--- config.mk ---
export PLATFORM = sky130hd
export DESIGN_NAME = fx2_fifo_sched
export DESIGN_NICKNAME = d
export VERILOG_FILES = /design/src/rtl/fx2_fifo_sched.sv
export SDC_FILE = /design/constraint.sdc
export NUM_CORES = 1
export LEC_CHECK = 0
export ABC_AREA = 1
export BUFFER_PORTS_ARGS = -buffer_cell sky130_fd_sc_hd__buf_2
export CORE_AREA = 4 4 63 65
export CTS_CLUSTER_DIAMETER = 120
export CTS_CLUSTER_SIZE = 30
export DETAILED_ROUTE_END_ITERATION = 6
export DIE_AREA = 0 0 67 69
export GPL_TIMING_DRIVEN = 1
export PLACE_DENSITY = 0.82
export SLEW_MARGIN = 10
export SYNTH_ARGS = -nofsm -noshare
export SYNTH_HDL_FRONTEND = slang
export SYNTH_SLANG_ARGS = --single-unit
--- constraint.sdc ---
create_clock -name CLKOUT -period 3.1 [get_ports CLKOUT]
set_clock_uncertainty 0.2 [all_clocks]
set_input_delay 0.31 -clock CLKOUT [delete_from_list [all_inputs] [get_ports CLKOUT]]
set_output_delay 0.31 -clock CLKOUT [all_outputs]
set_load 0.005 [all_outputs]
--- src/rtl/fx2_fifo_sched.sv ---
// fx2_fifo_sched: FX2LP slave-FIFO bus scheduler. Time-shares the 16-bit FD
// bus between EP2 OUT reads and EP6 IN writes, with fair alternation when
// both directions want the bus and at most MAX_BURST words per grant.
// Optional macro FX2_SCHED_STATS_EN adds rd_words/wr_words/pkt_count counters.
module fx2_fifo_sched #(
  parameter int MAX_BURST = 256,
  parameter int BURST_W   = 9
) (
  input  logic        CLKOUT,
  input  logic        rst,
  input  logic        FLAGA,
  input  logic        FLAGD,
  output logic        SLRD,
  output logic        SLWR,
  output logic        SLOE,
  output logic        PKTEND,
  output logic [1:0]  FIFOADR,
  input  logic [15:0] fd_in,
  output logic [15:0] fd_out,
  output logic        fd_oe,
  output logic [15:0] rx_data,
  output logic        rx_valid,
  input  logic        rx_ready,
  input  logic [15:0] tx_data,
  input  logic        tx_valid,
  input  logic        tx_last,
  output logic        tx_ready
`ifdef FX2_SCHED_STATS_EN
  ,
  output logic [31:0] rd_words,
  output logic [31:0] wr_words,
  output logic [15:0] pkt_count
`endif
);

  typedef enum logic [2:0] {
    S_IDLE, S_RD_SEL, S_RD_DATA, S_RD_TURN, S_WR_SEL, S_WR_DATA, S_WR_PKTEND
  } state_t;

  localparam logic [BURST_W-1:0] LP_MAX = BURST_W'(MAX_BURST);

  state_t             r_state, w_next;
  logic               r_last_wr;     // 1 = most recent grant went to EP6 writes
  logic [BURST_W-1:0] r_burst_cnt;
  logic [1:0]         r_fifoadr;     // remembers the address so IDLE keeps it
  logic [15:0]        r_rx_data;
  logic               r_rx_valid;

  logic w_rd_pend, w_wr_pend, w_grant_rd, w_grant_wr;
  logic w_burst_ok, w_rd_fire, w_wr_fire;

  assign w_rd_pend  = FLAGA;
  assign w_wr_pend  = tx_valid & FLAGD;
  // With both pending, the direction not served last time wins.
  assign w_grant_rd = w_rd_pend & (~w_wr_pend | r_last_wr);
  assign w_grant_wr = w_wr_pend & (~w_rd_pend | ~r_last_wr);
  assign w_burst_ok = (r_burst_cnt < LP_MAX);
  // Strobes are gated combinationally so a flag falling this cycle never
  // produces a strobe; a reset cycle drops any strobe in progress.
  assign w_rd_fire  = (r_state == S_RD_DATA) & FLAGA & (~r_rx_valid | rx_ready)
                      & w_burst_ok & ~rst;
  assign w_wr_fire  = (r_state == S_WR_DATA) & tx_valid & FLAGD & w_burst_ok & ~rst;

  assign rx_data  = r_rx_data;
  assign rx_valid = r_rx_valid;

  // Next-state and bus strobe decode.
  always_comb begin
    w_next   = r_state;
    SLRD     = ~w_rd_fire;
    SLWR     = ~w_wr_fire;
    SLOE     = 1'b1;
    PKTEND   = 1'b1;
    fd_oe    = 1'b0;
    fd_out   = tx_data;
    tx_ready = w_wr_fire;
    FIFOADR  = r_fifoadr;
    case (r_state)
      S_IDLE: begin
        if (w_grant_rd)      w_next = S_RD_SEL;
        else if (w_grant_wr) w_next = S_WR_SEL;
      end
      S_RD_SEL: begin
        FIFOADR = 2'b00;
        SLOE    = 1'b0;
        w_next  = S_RD_DATA;
      end
      S_RD_DATA: begin
        FIFOADR = 2'b00;
        SLOE    = 1'b0;
        if (!FLAGA || !w_burst_ok) w_next = S_RD_TURN;
      end
      S_RD_TURN: begin
        // SLOE released, FD floating: dead cycle before any FPGA drive.
        FIFOADR = 2'b00;
        w_next  = S_IDLE;
      end
      S_WR_SEL: begin
        FIFOADR = 2'b10;
        fd_oe   = 1'b1;
        w_next  = S_WR_DATA;
      end
      S_WR_DATA: begin
        FIFOADR = 2'b10;
        fd_oe   = 1'b1;
        if (w_wr_fire && tx_last)                  w_next = S_WR_PKTEND;
        else if (!tx_valid || !FLAGD || !w_burst_ok) w_next = S_IDLE;
      end
      S_WR_PKTEND: begin
        FIFOADR = 2'b10;
        fd_oe   = 1'b1;
        PKTEND  = 1'b0;
        w_next  = S_IDLE;
      end
      default: w_next = S_IDLE;
    endcase
  end

  // State register, arbitration memory and per-grant burst counter.
  always_ff @(posedge CLKOUT) begin
    if (rst) begin
      r_state     <= S_IDLE;
      r_last_wr   <= 1'b1;
      r_burst_cnt <= '0;
      r_fifoadr   <= 2'b00;
    end else begin
      r_state   <= w_next;
      r_fifoadr <= FIFOADR;
      if (r_state == S_IDLE) begin
        r_burst_cnt <= '0;
        if (w_grant_rd)      r_last_wr <= 1'b0;
        else if (w_grant_wr) r_last_wr <= 1'b1;
      end else if (w_rd_fire || w_wr_fire) begin
        r_burst_cnt <= r_burst_cnt + 1'b1;
      end
    end
  end

  // One-word rx holding register; it survives any state until consumed.
  always_ff @(posedge CLKOUT) begin
    if (rst) begin
      r_rx_valid <= 1'b0;
      r_rx_data  <= '0;
    end else if (w_rd_fire) begin
      r_rx_data  <= fd_in;
      r_rx_valid <= 1'b1;
    end else if (rx_ready) begin
      r_rx_valid <= 1'b0;
    end
  end

`ifdef FX2_SCHED_STATS_EN
  logic [31:0] r_rd_words, r_wr_words;
  logic [15:0] r_pkt_count;

  assign rd_words  = r_rd_words;
  assign wr_words  = r_wr_words;
  assign pkt_count = r_pkt_count;

  // Free-running traffic counters, wrapping naturally.
  always_ff @(posedge CLKOUT) begin
    if (rst) begin
      r_rd_words  <= '0;
      r_wr_words  <= '0;
      r_pkt_count <= '0;
    end else begin
      if (w_rd_fire) r_rd_words <= r_rd_words + 32'd1;
      if (w_wr_fire) r_wr_words <= r_wr_words + 32'd1;
      if (r_state == S_WR_PKTEND) r_pkt_count <= r_pkt_count + 16'd1;
    end
  end
`endif

endmodule
Word level (Yosys, flattened, before mapping)
Cells that the tools add are included.
{"block": "word_totals", "reg_bits": 32, "in_bits": 39, "output_inout_bits": 41, "wordCells": 70}
{"block": "classes", "add_sub_neg": 1, "magnitude_cmp": 1, "eq_ne": 9, "mux": 14, "bitwise_logic": 21, "reduce_logical": 18}
{"op": "$mux W3", "n": 5}
{"op": "$pmux W3 S5", "n": 1}
{"op": "$and A1 B1 Y1", "n": 11}
{"op": "$add A9 B1 Y9 const B", "n": 1}
{"op": "$eq A3 B3 Y1 const B", "n": 3}
{"op": "$lt A9 B9 Y1 const B", "n": 1}
{"op": "$mux W1", "n": 7}
{"op": "$not A1 Y1", "n": 7}
{"op": "$eq A3 B2 Y1 const B", "n": 2}
{"op": "$reduce_or A3 Y1", "n": 2}
{"op": "$logic_not A1 Y1", "n": 4}
{"op": "$logic_or A1 B1 Y1", "n": 4}
{"op": "$pmux W2 S2", "n": 1}
{"op": "$reduce_bool A2 Y1", "n": 2}
{"op": "$reduce_or A2 Y1", "n": 2}
{"op": "$eq A3 B1 Y1 const B", "n": 1}
{"op": "$logic_not A3 Y1", "n": 1}
{"op": "$ne A3 B1 Y1 const B", "n": 1}
{"op": "$ne A3 B3 Y1 const B", "n": 1}
{"op": "$or A1 B1 Y1", "n": 3}
{"op": "$reduce_and A3 Y1", "n": 1}
{"op": "$ne A2 B1 Y1 const B", "n": 1}
{"op": "$reduce_and A2 Y1", "n": 1}
{"op": "$logic_and A1 B1 Y1", "n": 1}

Logic depth before layout (Yosys ltp)
{"block": "depth", "word_depth": 8, "depth_mapped": 8, "ltp_nobuf": 8}

Worst setup path after synthesis
Ideal clock, no wire load.
{"block": "synth_timing", "path_type": "input-to-output", "start": "input port rst", "end": "output port SLRD", "arrival_ps": 1032, "required_time_ps": 2590, "path_slack_ps": 1558, "path_stages": 4, "cell_sequence": "buf_2 > a21oi_2 > nand2_4 > buf_4"}
{"block": "synth_via", "elab_chain_cells": 3}
{"item": "start: declaration", "line_no": "10", "text": "input logic rst,"}
{"item": "$not A1 Y1", "line_no": "61", "text": "& w_burst_ok & ~rst;"}
{"item": "$and A1 B1 Y1", "line_no": "61"}
{"item": "$not A1 Y1", "line_no": "70", "text": "SLRD = ~w_rd_fire;"}
{"item": "end: declaration", "line_no": "13", "text": "output logic SLRD,"}
No other way between the ends.

Worst setup path after layout
{"block": "layout_timing", "start": "register r_state[2]", "end": "output port SLRD"}
{"block": "layout_via", "elab_chain_cells": 6}
{"item": "start: declaration", "line_no": "42", "text": "state_t r_state, w_next;"}
{"item": "start signal: assignment", "line_no": "127", "text": "r_state <= w_next;"}
{"item": "$eq A3 B2 Y1", "line_no": "60", "text": "assign w_rd_fire = (r_state == S_RD_DATA) & FLAGA & (~r_rx_valid | rx_ready)"}
{"item": "$and A1 B1 Y1 (2 in a row)", "line_no": "60"}
{"item": "$and A1 B1 Y1 (2 in a row)", "line_no": "61"}
{"item": "$not A1 Y1", "line_no": "70"}
No other way between the ends.

==> flow_metrics.env <==
export IMPL_crit_fanout=26
export IMPL_top_layer_used="met4"
export IMPL_avgSynthCellArea_um2=7.07
export IMPL_fp_dieArea_um2=4620
export IMPL_finalSetupViolations=0
export IMPL_yosysUniqueCellTypes=24
export IMPL_worst_pin_slew_ns=0.564
export IMPL_cts_resized=0
export IMPL_powerDensity_nw_per_um2=588
export IMPL_htreeDepth=2
export IMPL_met1Wirelength_mm=1.60
export IMPL_layout_drive_gt1_share_pct=22.3
export IMPL_grt_max_degree=27
export IMPL_max_slew_margin_rel_pct=62.3
export IMPL_ir_drop_mv=0.372
export IMPL_syn_nets=267
export IMPL_final_hold_viol_count=0
export IMPL_setup_ws_ns=0.756
export IMPL_rrSetupSlack_ns=1.15
export IMPL_io_pins=80
export IMPL_p_int_mw=0.751
export IMPL_clkSlewWorstSetupHoldPaths_ns=0.10
export IMPL_crit_slowest_cell="nor2_4"
export IMPL_timing_max_cap_violations=0
export IMPL_path_cells="inv_2 -> nand2_1 -> nor2_4 -> nand2_4 -> buf_2"
export IMPL_arrival_ns=1.83
export IMPL_avgViaCountPerCell=4.94
export IMPL_dp_cells=297
export IMPL_wl_met3_um=263
export IMPL_gp_congestion=0.881
export IMPL_cp_end_kind="output port"
export IMPL_ys_ff_latch=32
export IMPL_power_frac_comb_pct=29.1
export IMPL_synthCells=227
export IMPL_path_class="register to output port"
export IMPL_period_needed_ns=2.34
export IMPL_avgRoutedWirePerCell_um=11.9
export IMPL_instances_no_fill=319
export IMPL_diodes=0
export IMPL_drt_wl_total_mm=3.80
export IMPL_numCtsBuffers=5
export IMPL_min_path_type="input port to register"
export IMPL_power_leakage_nw=0.992
export IMPL_syn_cell_area_um2=1600
export IMPL_crit_start="r_state[2]"
export IMPL_finalCritPeriodShare_pct=75.6
export IMPL_dr_total_vias=1576
export IMPL_status="finished clean"
export IMPL_core_region_area_um2=3340
export IMPL_drc=0
export IMPL_p_seq_share_pct=43.2
export IMPL_antenna_found_initial=0
export IMPL_fin_util_pct=58.6
export IMPL_sw_frac_of_total_pct=34.7
export IMPL_grt_usage_pct=18.2
export IMPL_multi_input_area_um2=724
export IMPL_ctsLongestPathBuffers=2
export IMPL_clk_latency_ns=0.34
export IMPL_p_sw_mw=0.400
export IMPL_cp_data_required_time_ns=2.59
export IMPL_clock_sinks=32
export IMPL_cts_tree="built"
export IMPL_postCtsSetupBuffers=0
export IMPL_r2r_end="r_burst_cnt[1]"
export IMPL_cp_depth=5
export IMPL_grt_overflow_total=0
export IMPL_fmax_ghz=0.427
export IMPL_fin_nets=312
export IMPL_first_iter_violations=46
export IMPL_finalSetupTns_ns=0
export IMPL_start_kind="register"
export IMPL_cp_slowest_stage_delay_ns=0.40
export IMPL_die_h_um=69
export IMPL_ys_warn_count=0
export IMPL_cp_endpoint="SLRD"
export IMPL_pre_cts_slack_ns=0.913
export IMPL_seq_area_frac_synth_pct=39.9
export IMPL_start_util_pct=48.1
export IMPL_grt_pass1_wl_mm=6.65
export IMPL_power_frac_clock_pct=27.7
export IMPL_root_buffer="clkbuf_4"
export IMPL_route_met2_wl_mm=1.89
export IMPL_port_buffers=47
export IMPL_rr_worst_depth=7
export IMPL_regArea_um2=641
export IMPL_die_w_um=67
export IMPL_nFillCells=328
export IMPL_rsz0062_at_grt="false"
export IMPL_drtPass1Iterations=4
export IMPL_dpl_hpwl_mm=2.49
export IMPL_critPathBufInv=2
export IMPL_drtAntennaViolNets=0
export IMPL_syn2layout_area_growth_pct=22.0
export IMPL_slew_viol_final=0
export IMPL_first_global_vias=1504
export IMPL_path_delay_family="simple AND/OR/NAND/NOR gates"
export IMPL_r2r_start="r_state[2]"
export IMPL_rows=21
export IMPL_total_power_mw=1.15
[sequential cells by signal, indices dropped and copies added (netlist names)]
| register | flops |
|---|---|
| r_fifoadr | 2 |
| r_state | 3 |
| rx_data | 16 |
| r_last_wr | 1 |
| r_burst_cnt | 9 |
| rx_valid | 1 |
[cells in the mapped netlist]
library cell | n | area share (%)
a21oi_1 | 14 | 4.4
a21oi_2 | 1 | 0.55
buf_1 | 1 | 0.23
buf_2 | 5 | 1.6
buf_4 | 17 | 8.0
buf_6 | 1 | 0.70
dfxtp_1 | 32 | 40
ha_1 | 1 | 0.78
inv_1 | 18 | 4.2
inv_2 | 1 | 0.23
nand2_1 | 55 | 13
nand2_4 | 2 | 1.4
nand3_1 | 47 | 15
nand3b_1 | 1 | 0.47
nand4_1 | 2 | 0.78
nor2_1 | 16 | 3.7
nor2_4 | 1 | 0.70
nor3_1 | 1 | 0.31
nor4_1 | 1 | 0.39
o211ai_1 | 1 | 0.47
o21ai_0 | 5 | 1.6
o21bai_1 | 1 | 0.47
xnor2_1 | 1 | 0.55
xor2_1 | 2 | 1.1
[worst min-delay path, delay by kind of cell]
| family | cells | cell delay [ns] |
|---|---|---|
| buffers and inverters | 1 | 0.08 |
| and+or+nand+nor | 2 | 0.15 |
[how the worst min path moves through the flow]
stage / from / endpoint / slack (ns) / depth (start not counted)
floorplan: r_fifoadr[0] / r_fifoadr[0] / 0.22 / 2
global placement: r_fifoadr[0] / r_fifoadr[0] / 0.24 / 2
detailed placement: r_fifoadr[0] / r_fifoadr[0] / 0.25 / 2
CTS: fd_in[2] / rx_data[2] / 0.004 / 3
global route: fd_in[2] / rx_data[2] / 0.01 / 3
finish: fd_in[2] / rx_data[2] / 0.02 / 3
[power by group through the flow]
stage | Clock, mW | Combinational (mW) | Sequential (mW)
final | 0.318 | 0.335 | 0.498
after global routing | 0.340 | 0.383 | 0.504
after CTS | 0.320 | 0.336 | 0.497
after detailed placement | 0 | 0.318 | 0.506
after global placement | 0 | 0.311 | 0.506
after floorplan | 0 | 0.233 | 0.500
[cell families after synthesis]
logic type / synth area share, %
AND/OR/NAND/NOR: 35.3
buffers and inverters: 14.9
flip-flops: 39.9
AO/OA/AOI/OAI: 7.41
XOR/XNOR: 1.64
adder cells (fa/ha/maj): 0.780
[per-stage QoR]
stage,area (µm²),hold WS (ns)
6_report,1960,0.0196
5_1_grt,1960,0.0129
4_1_cts,1960,0.00429
3_5_place_dp,1740,0.246
3_3_place_gp,1740,0.243
2_1_floorplan,1600,0.224
[area by class of cell]
type	count	area share [%]
tap	46	2.94
multi-input combinational	152	37.0
clock buffer	5	1.92
inverter	19	3.64
timing repair buffer	62	19.6
sequential	32	32.7
clock inverter	3	2.17
[cells in the final DEF, fill, tap and decap left out]
cell type      netlist  final
inv_2                1      1
xor2_1               2      2
nand2_1             55     55
xnor2_1              1      1
nor3_1               1      1
nor2_4               1      1
nor2_1              16     16
dlygate4sd3_1        0     14
o21ai_0              5      5
clkbuf_4             0      5
clkinv_2             0      1
nand3_1             47     47
o211ai_1             1      1
buf_4               17      1
o21bai_1             1      1
ha_1                 1      1
buf_2                5     47
a21oi_1             14     14
nand3b_1             1      1
clkinvlp_4           0      1
bufinv_16            0      1
inv_1               18     18
a21oi_2              1      1
nand2_4              2      2
nand4_1              2      2
nor4_1               1      1
dfxtp_1             32     32
[timing repair]
action | in CTS | in global routing
setup endpoints to repair | 0 | 0
endpoints found under the hold margin | 14 | 0
hold buffers | 14 | 0
[metal layers]
| layer | vias up | track usage [%] |
|---|---|---|
| li1 | 817 | - |
| met1 | 702 | 23.1 |
| met2 | 50 | 28.5 |
| met3 | 7 | 6.49 |
| met4 | 0 | 5.63 |
| met5 | - | 0 |
Power figures use the tool's default switching activity.
